File: src/rtl/haar_diff_if.sv
// Pixel-pair stream interface for the Haar difference unit.
//   master : drives valid_in/a/b, observes out/valid_out/sample_cnt (and avg)
//   slave  : the haar_diff datapath
// Optional macro HAAR_AVG_EN adds the avg (approximation coefficient) signal.
interface haar_diff_if #(
  parameter int unsigned DATA_W = 8,
  parameter int unsigned CNT_W  = 32
);
  logic              valid_in;
  logic [DATA_W-1:0] a;
  logic [DATA_W-1:0] b;
  logic [DATA_W-1:0] out;
  logic              valid_out;
  logic [CNT_W-1:0]  sample_cnt;
`ifdef HAAR_AVG_EN
  logic [DATA_W-1:0] avg;

  modport master (output valid_in, a, b, input out, valid_out, sample_cnt, avg);
  modport slave  (input valid_in, a, b, output out, valid_out, sample_cnt, avg);
`else
  modport master (output valid_in, a, b, input out, valid_out, sample_cnt);
  modport slave  (input valid_in, a, b, output out, valid_out, sample_cnt);
`endif
endinterface

File: src/rtl/haar_diff.sv
// Streaming 1-D Haar detail unit: out = ((a - b) >> 1) + 2^(DATA_W-1), offset binary.
// Two register stages, valid strobe travels with the data, no backpressure.
// Ports:
//   clk    rising-edge clock
//   rst_n  asynchronous active-low reset
//   bus    haar_diff_if.slave: valid_in, a, b in; out, valid_out, sample_cnt out
// Optional macro HAAR_AVG_EN adds avg = (a + b) >> 1, aligned with out.
module haar_diff #(
  parameter int unsigned DATA_W = 8,
  parameter int unsigned CNT_W  = 32
) (
  input  logic         clk,
  input  logic         rst_n,
  haar_diff_if.slave   bus
);

  // Adding 2^DATA_W before the halving keeps the difference non-negative, so a
  // logical shift gives floor((a-b)/2) + 2^(DATA_W-1) directly.
  localparam logic [DATA_W:0] BIAS = {1'b1, {DATA_W{1'b0}}};

  logic              r_v1;
  logic [DATA_W-1:0] r_a1;
  logic [DATA_W-1:0] r_b1;
  logic              r_v2;
  logic [DATA_W-1:0] r_out;
  logic [CNT_W-1:0]  r_cnt;
  logic [DATA_W-1:0] w_out;

  assign w_out = DATA_W'((({1'b0, r_a1} + BIAS) - {1'b0, r_b1}) >> 1);

  // Stage 1: capture the incoming pair and its valid.
  always_ff @(posedge clk or negedge rst_n) begin
    if (!rst_n) begin
      r_v1 <= 1'b0;
      r_a1 <= '0;
      r_b1 <= '0;
    end else begin
      r_v1 <= bus.valid_in;
      r_a1 <= bus.a;
      r_b1 <= bus.b;
    end
  end

  // Stage 2: result register, holds its value through bubbles.
  always_ff @(posedge clk or negedge rst_n) begin
    if (!rst_n) begin
      r_v2  <= 1'b0;
      r_out <= '0;
    end else begin
      r_v2 <= r_v1;
      if (r_v1) r_out <= w_out;
    end
  end

  // Accepted-pair counter, wraps naturally.
  always_ff @(posedge clk or negedge rst_n) begin
    if (!rst_n) r_cnt <= '0;
    else if (bus.valid_in) r_cnt <= r_cnt + CNT_W'(1);
  end

  assign bus.out        = r_out;
  assign bus.valid_out  = r_v2;
  assign bus.sample_cnt = r_cnt;

`ifdef HAAR_AVG_EN
  logic [DATA_W-1:0] r_avg;
  logic [DATA_W-1:0] w_avg;

  assign w_avg = DATA_W'(({1'b0, r_a1} + {1'b0, r_b1}) >> 1);

  // Approximation coefficient, pipelined identically to out.
  always_ff @(posedge clk or negedge rst_n) begin
    if (!rst_n) r_avg <= '0;
    else if (r_v1) r_avg <= w_avg;
  end

  assign bus.avg = r_avg;
`endif

endmodule

File: src/flat_wrapper.sv
// flat-port wrapper written by rule: the top's interface ports become plain ports
module haar_diff_flat 
#(
  parameter int unsigned DATA_W = 8,
  parameter int unsigned CNT_W  = 32
)
  (clk, rst_n, bus_valid_in, bus_a, bus_b, bus_out, bus_valid_out, bus_sample_cnt);
  haar_diff_if #(.DATA_W(DATA_W), .CNT_W(CNT_W)) bus_i ();
  input  logic clk;
  input  logic rst_n;
  input wire logic [$bits(bus_i.valid_in)-1:0] bus_valid_in;
  input wire logic [$bits(bus_i.a)-1:0] bus_a;
  input wire logic [$bits(bus_i.b)-1:0] bus_b;
  output wire logic [$bits(bus_i.out)-1:0] bus_out;
  output wire logic [$bits(bus_i.valid_out)-1:0] bus_valid_out;
  output wire logic [$bits(bus_i.sample_cnt)-1:0] bus_sample_cnt;
  assign bus_i.valid_in = bus_valid_in;
  assign bus_i.a = bus_a;
  assign bus_i.b = bus_b;
  assign bus_out = bus_i.out;
  assign bus_valid_out = bus_i.valid_out;
  assign bus_sample_cnt = bus_i.sample_cnt;
  haar_diff #(.DATA_W(DATA_W), .CNT_W(CNT_W)) u_core (.clk(clk), .rst_n(rst_n), .bus(bus_i));
endmodule
File: config.mk
export PLATFORM = sky130hd
export DESIGN_NAME = haar_diff_flat
export DESIGN_NICKNAME = d
export VERILOG_FILES = /design/src/rtl/haar_diff_if.sv /design/src/rtl/haar_diff.sv /design/src/flat_wrapper.sv
export SDC_FILE = /design/constraint.sdc
export NUM_CORES = 1
export LEC_CHECK = 0
export BUFFER_PORTS_ARGS = -buffer_cell sky130_fd_sc_hd__buf_2
export CORE_MARGIN = 1
export CORE_UTILIZATION = 25
export CTS_CLUSTER_DIAMETER = 40
export CTS_CLUSTER_SIZE = 40
export DETAILED_ROUTE_END_ITERATION = 6
export PLACE_DENSITY = 0.4
export SLEW_MARGIN = 25
export SYNTH_ARGS = -nofsm -noshare
export SYNTH_HDL_FRONTEND = slang
export SYNTH_SLANG_ARGS = --single-unit
File: constraint.sdc
create_clock -name clk -period 2.25 [get_ports clk]
set_clock_uncertainty 0.2 [all_clocks]
set_input_delay 0 -clock clk [delete_from_list [all_inputs] [get_ports clk]]
set_output_delay 0 -clock clk [all_outputs]
set_load 0.1 [all_outputs]
# Word level (Yosys, flattened, before mapping)
# Index checks and enable logic that the tools add are counted.
# word_totals
reg_bits	58
out_inout_bits	41
in_bits	19
elab_cells	9
# classes
addsub	3
# ops
cell	n
32-bit by 1-bit adder with 32-bit output, second input constant	1
8-bit by 9-bit adder with 9-bit output, second input constant	1
9-bit by 8-bit subtractor with 9-bit output	1

# Logic depth before layout (Yosys ltp)
# depth
word_depth	2
ltp_mapped	8

# Worst setup path before layout
# No wires, ideal clock.
# synth_path
kind	reg2reg
start	register u_core.r_cnt[0] (netlist: u_core.bus.sample_cnt[0])
end	register u_core.r_cnt[30] (netlist: u_core.bus.sample_cnt[30])
synth_period_minus_slack_ns	2.484
setup_time_ns	0.158
t_arrival_ns	2.126
path_stages_with_launch	7
slack_ns	-0.234
n_path_buf	0
required_time_ns	1.892
path_cell_list	dfrtp_1 > ha_1 > and3_1 > nand2_1 > and3b_4 > nand3_1 > xnor2_1
# synth_via
elab_chain_len	1
# synth_rtl
item	line	source
start, declared	haar_diff.sv:26	logic [CNT_W-1:0] r_cnt;
start signal, assigned	haar_diff.sv:58	else if (bus.valid_in) r_cnt <= r_cnt + CNT_W'(1);
32-bit by 1-bit adder with 32-bit output	haar_diff.sv:58	
# No other way between the ends.
# A chain may end at the register's enable or synchronous reset.

# Worst setup path after layout
# layout_path
start	register u_core.r_a1[0]
end	register u_core.r_out[5] (netlist: u_core.bus.out[5])
# layout_via
elab_chain_len	2
# layout_rtl
item	line	source
start, declared	haar_diff.sv:22	logic [DATA_W-1:0] r_a1;
start signal, assigned	haar_diff.sv:39	r_a1 <= bus.a;
8-bit by 9-bit adder with 9-bit output	haar_diff.sv:29	assign w_out = DATA_W'((({1'b0, r_a1} + BIAS) - {1'b0, r_b1}) >> 1);
9-bit by 8-bit subtractor with 9-bit output	haar_diff.sv:29	
end signal, assigned	haar_diff.sv:51	if (r_v1) r_out <= w_out;
end, declared	haar_diff.sv:25	logic [DATA_W-1:0] r_out;
# No other way between the ends.

==> flow_summary.json <==
{
  "status": "finished clean",
  "clk_pin_slew_worst_paths_ns": 0.07,
  "critPathArrivalTime_ns": 2.11,
  "slew_viol_final": 0,
  "via_per_inst": 4.154,
  "grt-ovfl-total": 0,
  "cts_buffers": 9,
  "stdcell_area_mm2": 0.003343,
  "htreeDepth": 3,
  "final_cell_mix": "buf_2, dfrtp_1, xnor2_1, nand2_1, dlygate4sd3_1",
  "cp_max_fo": 3,
  "fin_crit_sh_pct": 90.86,
  "gp_congestion": 0.7023,
  "relSlewSlack_pct": 66.94,
  "area_delta_synth_final_pct": 35.15,
  "crit_path_start_kind": "register",
  "met1_usage_pct": 13.61,
  "syn_nets": 232,
  "drc": 0,
  "initialDrtViolationCount": 9,
  "ys_warn_count": 0,
  "synth-seq-cells": 58,
  "wl_per_cell_um": 12.47,
  "post_cts_resized": 0,
  "grt_max_degree": 30,
  "wl_um": 5349,
  "synthDistinctLibCells": 36,
  "slowest_stage": "dfrtp_1",
  "nets": 323,
  "dpl_worst_slack_ns": 0.2100,
  "cts_buffer_depth": 2,
  "fp.dieH_um": 101.5,
  "rows": 35,
  "clock-sinks": 58,
  "grt_pass1_vias": 1754,
  "layout-drive-gt1-share_pct": 35.33,
  "post_synth.cell_area_avg_um2": 12.13,
  "ir_drop_v": 0.0005376,
  "placement.io_buffers": 59,
  "antenna_found_initial": 0,
  "dpl.cell_count": 395,
  "finalSetupViolCount": 0,
  "cts_hold_buf": 18,
  "hp-class": "input pin to async pin",
  "worst_setup_path_end_kind": "register",
  "final_common_cell": "buf_2",
  "netlist_area_mm2": 0.002474,
  "cts_tree": "done",
  "grt-busiest-layer": "met2",
  "p_per_area_mw_per_mm2": 959.9,
  "tns_ns": 0,
  "dp_hpwl_um": 3763,
  "critPathMaxStageDelay_ns": 0.36,
  "root_buffer": "clkbuf_8",
  "synth_enable_flop_cells": 0,
  "fin_ws_ns": 0.2056,
  "dr.pass1.iters": 4,
  "async_flop_share_pct": 100.0,
  "placed_area_mm2": 0.002980,
  "synth_ff_type": "dfrtp_1",
  "ant_nets": 0,
  "required_ns": 2.32,
  "timing.fmax_mhz": 489.1,
  "die-area_mm2": 0.01030,
  "use_met2_pct": 18.05,
  "grt_pass1_wl_um": 8694,
  "path_cells": "nor2b_1 -> fa_1 -> nor2b_1 -> o31a_1 -> o31a_1 -> a211oi_1 -> a21o_1",
  "io_pins": 60,
  "antenna_cells": 0,
  "hold_violations": 0,
  "die_x_um": 101.5,
  "fin_cells": 429,
  "post-cts-setup-buffers": 0,
  "clk_latency_ns": 0.33,
  "track_usage_pct": 11.33,
  "leakage_uw": 0.001589,
  "rsz0062_at_grt": "no",
  "start_util_pct": 26.27,
  "ys_seq_area_share_pct": 58.67,
  "cap_violations": 0,
  "tightest_slew_ns": 0.4994,
  "critical_path_class": "register to register",
  "core_mm2": 0.009415,
  "syn_inst": 204,
  "vias": 1782,
  "met3_usage_pct": 4.762,
  "finalCriticalPeriod_ns": 2.044
}
## metrics by stage
stage,total power (uW),util [%],hold WS [ns]
4_1_cts,3277,35.51,0.06126
5_1_grt,3393,35.51,0.08077
3_3_place_gp,2338,31.65,-0.1497
6_report,3209,35.51,0.06087
3_5_place_dp,2338,31.65,-0.1378
2_1_floorplan,2120,-,-0.4956
## flip-flops by register name (all words and copies together), names as in the netlist
| signal | count |
|---|---|
| u_core.r_v1 | 1 |
| u_core.bus.out | 8 |
| u_core.r_b1 | 8 |
| u_core.r_a1 | 8 |
| u_core.bus.sample_cnt | 32 |
| u_core.bus.valid_out | 1 |
## path summary, 6_finish.rpt
check	cells past startpoint	start	slack, ns	to
max reg2reg	7	u_core.r_a1[0]$_DFF_PN0_	0.21	u_core.bus.out[5]$_DFFE_PN0P_
min in group clk	2	bus_a[0]	0.11	u_core.r_a1[0]$_DFF_PN0_
min	3	rst_n	0.06	u_core.r_a1[0]$_DFF_PN0_
max in group asynchronous	3	rst_n	1.47	u_core.bus.sample_cnt[7]$_DFFE_PN0P_
min reg2reg	1	u_core.bus.sample_cnt[31]$_DFFE_PN0P_	0.27	u_core.bus.sample_cnt[31]$_DFFE_PN0P_
max	7	u_core.r_a1[0]$_DFF_PN0_	0.21	u_core.bus.out[5]$_DFFE_PN0P_
## layer usage
layer  vias up  wire (um)
met2        39       2486
met5         -          0
li1        882          -
met3         6        275
met4         0         72
met1       855       2515
## power by group
group	internal, uW	switching [uW]	leakage [uW]
sequential	1160	102	0.000704
combinational	222	846	0.000788
clock	487	389	0.0000965
## layout make-up
class	count	area, um2
Clock buffer	14	172.7
Timing Repair Buffer	82	513.0
Tap cell	129	161.4
Inverter	12	45.04
Multi-Input combinational cell	132	968.4
Sequential cell	58	1473
Fill cell	981	6072
Clock inverter	2	10.01
## worst max-delay path, delay by kind of cell, from the launching register on
| kind | cells | cell delay [ns] |
|---|---|---|
| compound gates | 4 | 0.87 |
| flops | 1 | 0.36 |
| simple gates | 2 | 0.29 |
| fa+ha+maj | 1 | 0.26 |
## cells by family after synthesis
family          Yosys count  synth area share (%)
compound gates           19                 5.513
flops                    58                 58.67
xor+xnor                 34                 12.04
simple gates             66                 14.92
mux                       4                 1.821
buf+inv                  14                 2.175
fa+ha+maj                 9                 4.856
## cell usage after synthesis, types with 2 or more instances
| cell | instances | area, um2 |
|---|---|---|
| mux2_2 | 4 | 45.04 |
| nor2_1 | 11 | 41.29 |
| inv_1 | 12 | 45.04 |
| o21ai_0 | 4 | 20.02 |
| a211oi_1 | 2 | 15.01 |
| nand2_1 | 18 | 67.56 |
| xnor2_1 | 28 | 245.2 |
| nand3_1 | 9 | 45.04 |
| o21a_1 | 2 | 15.01 |
| nand4_1 | 10 | 62.56 |
| xor2_1 | 6 | 52.55 |
| a21o_1 | 2 | 15.01 |
| nor2b_1 | 2 | 12.51 |
| ha_1 | 8 | 100.1 |
| o31a_1 | 2 | 17.52 |
| dfrtp_1 | 58 | 1451 |
| and3_1 | 4 | 25.02 |
| and4_1 | 2 | 17.52 |
| a21oi_1 | 3 | 15.01 |
Power figures use the tool's default switching activity.
